[src/rtl/pipe_hazard_ctrl.sv]
// Stall/flush sequencer for the 5-stage pipeline: Tuse/Tnew register hazards,
// HI/LO mult/div busy tracking, and a free-running stall-cycle counter.
module pipe_hazard_ctrl #(
   parameter int unsigned MULT_CYC = 5,
   parameter int unsigned DIV_CYC  = 10
) (
   input  logic        clk,
   input  logic        reset,
   input  logic [4:0]  d_rs_addr,
   input  logic [4:0]  d_rt_addr,
   input  logic [1:0]  d_tuse_rs,
   input  logic [1:0]  d_tuse_rt,
   input  logic        d_is_md,
   input  logic [4:0]  e_wr_addr,
   input  logic [1:0]  e_tnew,
   input  logic [4:0]  m_wr_addr,
   input  logic [1:0]  m_tnew,
   input  logic        e_md_start,
   input  logic        e_md_div,
   output logic        stall,
   output logic        f_we,
   output logic        d_we,
   output logic        e_clr,
   output logic        m_we,
   output logic        w_we,
   output logic        md_busy,
   output logic        md_err,
   output logic [31:0] stall_cnt
);

   logic [3:0]  md_cnt_q, md_cnt_d;
   logic        md_err_q, md_err_d;
   logic [31:0] stall_cnt_q, stall_cnt_d;

   logic haz_rs_e, haz_rs_m, haz_rt_e, haz_rt_m, haz_md;
   logic md_busy_raw, stall_raw;

   // A Tuse of 3 can never be below a 2-bit Tnew, so unused operands drop out naturally.
   always_comb begin
      haz_rs_e    = (d_rs_addr != 5'd0) && (d_rs_addr == e_wr_addr) && (d_tuse_rs < e_tnew);
      haz_rs_m    = (d_rs_addr != 5'd0) && (d_rs_addr == m_wr_addr) && (d_tuse_rs < m_tnew);
      haz_rt_e    = (d_rt_addr != 5'd0) && (d_rt_addr == e_wr_addr) && (d_tuse_rt < e_tnew);
      haz_rt_m    = (d_rt_addr != 5'd0) && (d_rt_addr == m_wr_addr) && (d_tuse_rt < m_tnew);
      md_busy_raw = e_md_start || (md_cnt_q != 4'd0);
      haz_md      = d_is_md && md_busy_raw;
      stall_raw   = haz_rs_e || haz_rs_m || haz_rt_e || haz_rt_m || haz_md;
   end

   // Reset masks the decode so the stage registers see a clean advance during reset.
   always_comb begin
      stall     = stall_raw && !reset;
      md_busy   = md_busy_raw && !reset;
      f_we      = !stall;
      d_we      = !stall;
      e_clr     = stall;
      m_we      = 1'b1;
      w_we      = 1'b1;
      md_err    = md_err_q;
      stall_cnt = stall_cnt_q;
   end

   always_comb begin
      md_cnt_d    = md_cnt_q;
      md_err_d    = md_err_q;
      stall_cnt_d = stall_cnt_q + {31'd0, stall};
      if (reset) begin
         md_cnt_d    = 4'd0;
         md_err_d    = 1'b0;
         stall_cnt_d = 32'd0;
      end else if (e_md_start) begin
         md_cnt_d = e_md_div ? 4'(DIV_CYC) : 4'(MULT_CYC);
         if (md_cnt_q != 4'd0) begin
            md_err_d = 1'b1;
         end
      end else if (md_cnt_q != 4'd0) begin
         md_cnt_d = md_cnt_q - 4'd1;
      end
   end

   always_ff @(posedge clk) begin
      md_cnt_q    <= md_cnt_d;
      md_err_q    <= md_err_d;
      stall_cnt_q <= stall_cnt_d;
   end

endmodule

[config.mk]
export PLATFORM = sky130hd
export DESIGN_NAME = pipe_hazard_ctrl
export DESIGN_NICKNAME = d
export VERILOG_FILES = /design/src/rtl/pipe_hazard_ctrl.sv
export SDC_FILE = /design/constraint.sdc
export NUM_CORES = 1
export LEC_CHECK = 0
export CAP_MARGIN = 10
export CORE_AREA = 2 2 69 71
export CTS_CLUSTER_SIZE = 25
export DETAILED_ROUTE_END_ITERATION = 10
export DIE_AREA = 0 0 71 73
export HOLD_SLACK_MARGIN = 0.02
export PLACE_DENSITY = 0.91
export SYNTH_ARGS = -nofsm -noshare
export SYNTH_HDL_FRONTEND = slang
export SYNTH_SLANG_ARGS = --single-unit
[constraint.sdc]
create_clock -name clk -period 6.4 [get_ports clk]
set_input_delay 0.96 -clock clk [delete_from_list [all_inputs] [get_ports clk]]
set_output_delay 0.96 -clock clk [all_outputs]
set_load 0.01 [all_outputs]
* Word level (Yosys, flattened, before mapping)
Index checks and enable logic that the tools add are counted.
Widths: inputs -> output; s select.
** Storage, ports and cells
- Latch bits :: 0
- Flip-flop bits (word level) :: 37
- Memories :: 0
- Word-level logic and storage cells :: 39
- RAM bits :: 0
- Memory bits (read-only) :: 0
- Output and inout port bits :: 40
** Cells by class
- Bitwise logic cells :: 0
- $lt $le $gt $ge :: 4
- Reduce and logical (&&, ||, !) cells :: 23
- Add/subtract/negate cells :: 2
- Divide/modulo/power cells :: 0
- Shifts and indexed selects :: 0
- Muxes and demuxes :: 3
- Equality and inequality tests :: 4
- Multipliers :: 0
** Operators by type and width (number)
- $add 32x1->32 :: 1
- $eq 5x5->1 :: 4
- $mux 4 :: 3
- $logic_and 1x1->1 :: 11
- $reduce_bool 5->1 :: 2
- $lt 2x2->1 :: 4
- $logic_or 1x1->1 :: 5
- $reduce_bool 4->1 :: 1
- $sub 4x1->4 const B :: 1
- $logic_not 1->1 :: 2
- $reduce_and 2->1 :: 1
- $reduce_bool 2->1 :: 1

* Longest topological paths before layout
- Depth in word-level cells :: 9
- Depth in mapped cells :: 14
- Depth with buffers taken out :: 13

* Least setup slack after synthesis
Ideal clock, no wire load.
- Path type :: in2reg
- From :: input e_tnew[1]
- To :: register stall_cnt_q[24], in the netlist stall_cnt[24]
- Required time :: 6.272 ns
- Data arrival time :: 3.483 ns
- Stages :: 13
- Setup slack :: 2.790 ns
- Buffers on the path :: 0
- Cell sequence :: inv_1 > ha_1 > a2111oi_0 > nand4_1 > a221oi_1 > a211o_1 > ha_1 > ha_1 > nand2_1 > or2_2 > nor4_1 > xnor2_1 > nor2_1
** On the way
- Word-level cells in the longest chain between the ends :: 8
** RTL lines
- start: declaration :: RTL line 15 : input logic [1:0] e_tnew,
- $lt 2x2->1 :: RTL line 40 : haz_rs_e = (d_rs_addr != 5'd0) && (d_rs_addr == e_wr_addr) && (d_tuse_rs < e_tnew);
- $logic_and 1x1->1 :: RTL line 40
- $logic_or 1x1->1 :: RTL line 46 : stall_raw = haz_rs_e || haz_rs_m || haz_rt_e || haz_rt_m || haz_md;
- $logic_or 1x1->1 (*) (3 in series) :: RTL line 46
- $logic_and 1x1->1 (*) :: RTL line 51 : stall = stall_raw && !reset;
- via e_clr :: RTL line 23 : output logic e_clr,
- $add 32x1->32 (*) :: RTL line 65 : stall_cnt_d = stall_cnt_q + {31'd0, stall};
- end signal: assignment :: RTL line 83 : stall_cnt_q <= stall_cnt_d;
- end: declaration :: RTL line 33 : logic [31:0] stall_cnt_q, stall_cnt_d;
Mark *: on every way through the listed nets, which the timed path passes. The rest lies on a longest branch.
A chain may end at the register's enable or synchronous reset.

* Worst setup path in the final report
- From :: input m_tnew[1]
- To :: output stall
** On the way
- Word-level cells in the longest chain between the ends :: 7
** RTL lines
- start: declaration :: RTL line 17 : input logic [1:0] m_tnew,
- $lt 2x2->1 :: RTL line 41 : haz_rs_m = (d_rs_addr != 5'd0) && (d_rs_addr == m_wr_addr) && (d_tuse_rs < m_tnew);
- $logic_and 1x1->1 :: RTL line 41
- $logic_or 1x1->1 (2 in series) :: RTL line 46
- $logic_or 1x1->1 (*) (2 in series) :: RTL line 46
- $logic_and 1x1->1 (*) :: RTL line 51
- end: declaration :: RTL line 20 : output logic stall,
Every way passes the cells marked *; elsewhere a longest branch is shown, timed or not.

==> run summary <==
largest net degree at the start of global routing = 40
TNS Setup = 0 ns
R2R setup slack = 3.48 ns
Die Area = 5180 µm²
Post-CTS Setup Bufs = 0
final RePlAce weighted congestion = 0.906
CTS H-Tree Depth = 2
Hold Path Class = reg -> reg
Total Wirelength = 4990 µm
yosys warns = 0
via/cell ratio = 5.25
final HPWL from detailed placement = 3810 µm
Worst Path Required = 5.44 ns
Final Hold Viols = 0
arrival time at the worst endpoint = 3.41 ns
leading area contributor after synthesis = dfxtp_1
gate count of the mapped netlist = 242
Clk Latency, worst-skew pair = 0.30 ns
unrepaired setup endpoints after global routing = false
Final Max Tran Viols = 0
Longest Clk Path Bufs = 2
DIE WIDTH = 71 µm
Area growth, synth to finish = 40.0%
via count = 1,912
Pwr Density = 180 nW/µm²
total CTS buffers = 5
CP endpoint kind = primary output
Leak = 0.00106 µW
PortBufs = 70
#FFs+latches synth = 37
Period minus WS final = 4.37 ns
Hold Worst Slack = 0.473 ns
sequential-to-total area share from yosys stat = 35.8%
remaining global-route overflow = 0
share of layout cells above drive strength 1 = 5.16%
Max-Cap Viols = 0
initial antenna violation count = 0
core area = 4540 µm²
CTS tree = done
Resize count post-CTS = 0
Final ANT Viol Nets = 0
Max stage delay on crit path = 0.55 ns
# rows = 25
status = complete, no violations
Nets = 351
crit path max fanout = 3
Synth area leaders = dfxtp_1 (36%), xor2_1 (11%), xnor2_1 (10%)
skew final = 0.00880 ns
Fmax achieved = 229 MHz
# DRC = 0
routed len/inst = 13.7 µm
crit path launch type = input port
clk root buf = clkbuf_8
CP max-delay cell = clkdlybuf4s50_1
vias in the first global route = 1,867
# diodes = 0
IO Pins = 73
crit path kind = in -> out
Clock transition at path regs = 0.07 ns
Starting Density = 45.6%
clock sink total = 37
worst path bufs/invs = 3
Syn Area/Cell = 8.54 µm²
Final setup viols = 0
transition time of the tightest slew-check pin = 0.510 ns
cell repeated most along the worst path = clkdlybuf4s50_1
Worst VDD drop = 0.000139 V
Initial DRC Count = 52
Post-Syn Area = 2070 µm²
fin crit share = 68.3%
share of Yosys cell area claimed by the top area cell type = 35.8%
post-synth cell types = 34
CTS Hold Bufs = 0
Slew HR = 65.8%
Top delay family on crit path = buffers and inverters
critical path, cell by cell = clkdlybuf4s50_1 > inv_1 > ha_1 > a2111oi_0 > nand4_1 > a221oi_1 > a211o_1 > clkdlybuf4s50_1
global-route wire length before repair = 8290 µm
Overall Global Routing Usage = 20.1%
Die Y = 73 µm
router iterations before antenna repair = 4
-- layout make-up --
class	count	area (µm²)
fill	397	1640
multi-input combinational	187	1240
sequential	37	741
timing repair buffer	71	708
clock buffer	5	68.8
tap	54	67.6
clock inverter	2	35.0
inverter	8	30.0
-- worst register-to-register path, stage by stage, from the launching register on --
cell,delay (ns)
dfxtp_1,0.37
inv_1,0.08
ha_1,0.19
or3b_2,0.25
nor2_1,0.07
nor2_1,0.22
a211o_1,0.22
ha_1,0.20
ha_1,0.21
nand2_1,0.11
or2_2,0.35
nor4_1,0.31
xnor2_1,0.17
nor2_1,0.06
-- flip-flops by register name, indices dropped and copies added, names as in the netlist --
register,cells
md_err,1
stall_cnt,32
md_cnt_q,4
-- through the flow --
| step | total power, µW | util, % | instance area (µm²) | setup WS (ns) | cells |
|---|---|---|---|---|---|
| finish | 521 | 63.8 | 2890 | 2.03 | 364 |
| global route | 542 | 63.8 | 2890 | 1.82 | 364 |
| CTS | 526 | 63.8 | 2890 | 2.05 | 364 |
| detailed placement | 329 | 61.5 | 2790 | 2.02 | 357 |
| global placement | 327 | 61.5 | 2790 | 2.13 | 357 |
| floorplan | 289 | - | 2070 | 2.79 | 243 |
-- power by group --
| part | internal, µW | switching (µW) |
|---|---|---|
| combinational | 47.3 | 37.3 |
| clock | 113 | 83.8 |
| sequential | 235 | 3.69 |
| total | 396 | 125 |
-- synth_stat cells (all sizes together) --
library cell and n:
a2111oi 3, a211o 1, a211oi 2, a21oi 5, a221oi 2, and2 4
and3 4, and4 3, buf 5, clkbuf 6, conb 1, dfxtp 37
ha 8, inv 8, nand2 10, nand2b 2, nand3 8, nand4 12
nor2 41, nor2b 3, nor3 9, nor4 6, o21ai 6, or2 2
or3 3, or3b 1, xnor2 24, xor2 26
-- kinds of logic (layout without fill, tap and decap cells) --
logic type | after synthesis | in the layout | share of synthesized area [%]
AO/OA/AOI/OAI | 19 | 19 | 5.93
adder cells (fa/ha/maj) | 8 | 8 | 4.84
AND/OR/NAND/NOR | 108 | 108 | 27.8
buffers and inverters | 19 | 86 | 4.24
other | 1 | 2 | 0.181
flip-flops | 37 | 37 | 35.8
XOR/XNOR | 50 | 50 | 21.2
-- cell usage in the layout (no fill, tap or decap), drive strengths merged, types with 3 or more instances in the layout --
| master | instances |
|---|---|
| xnor2 | 24 |
| or3 | 3 |
| o21ai | 6 |
| xor2 | 26 |
| clkbuf | 5 |
| nand3 | 8 |
| nand2 | 10 |
| nor2 | 41 |
| ha | 8 |
| and2 | 4 |
| nor4 | 6 |
| and4 | 3 |
| and3 | 4 |
| a2111oi | 3 |
| dfxtp | 37 |
| nand4 | 12 |
| inv | 8 |
| nor2b | 3 |
| nor3 | 9 |
| a21oi | 5 |
| clkdlybuf4s50 | 70 |
-- path summary, 6_finish.rpt --
path          startpoint  depth (start not counted)             to
min               md_err                          2         md_err
max            m_tnew[1]                          8          stall
min reg2reg       md_err                          2         md_err
max reg2reg  md_cnt_q[0]                         13  stall_cnt[22]
-- per-layer routing --
layer  global-route usage [%]  routed length (µm)
met1                     23.6                2140
met2                     35.4                2410
met3                     6.22                 365
met4                     5.87                  73
met5                        0                   0
No activity file was read; power rests on OpenSTA's default activity.
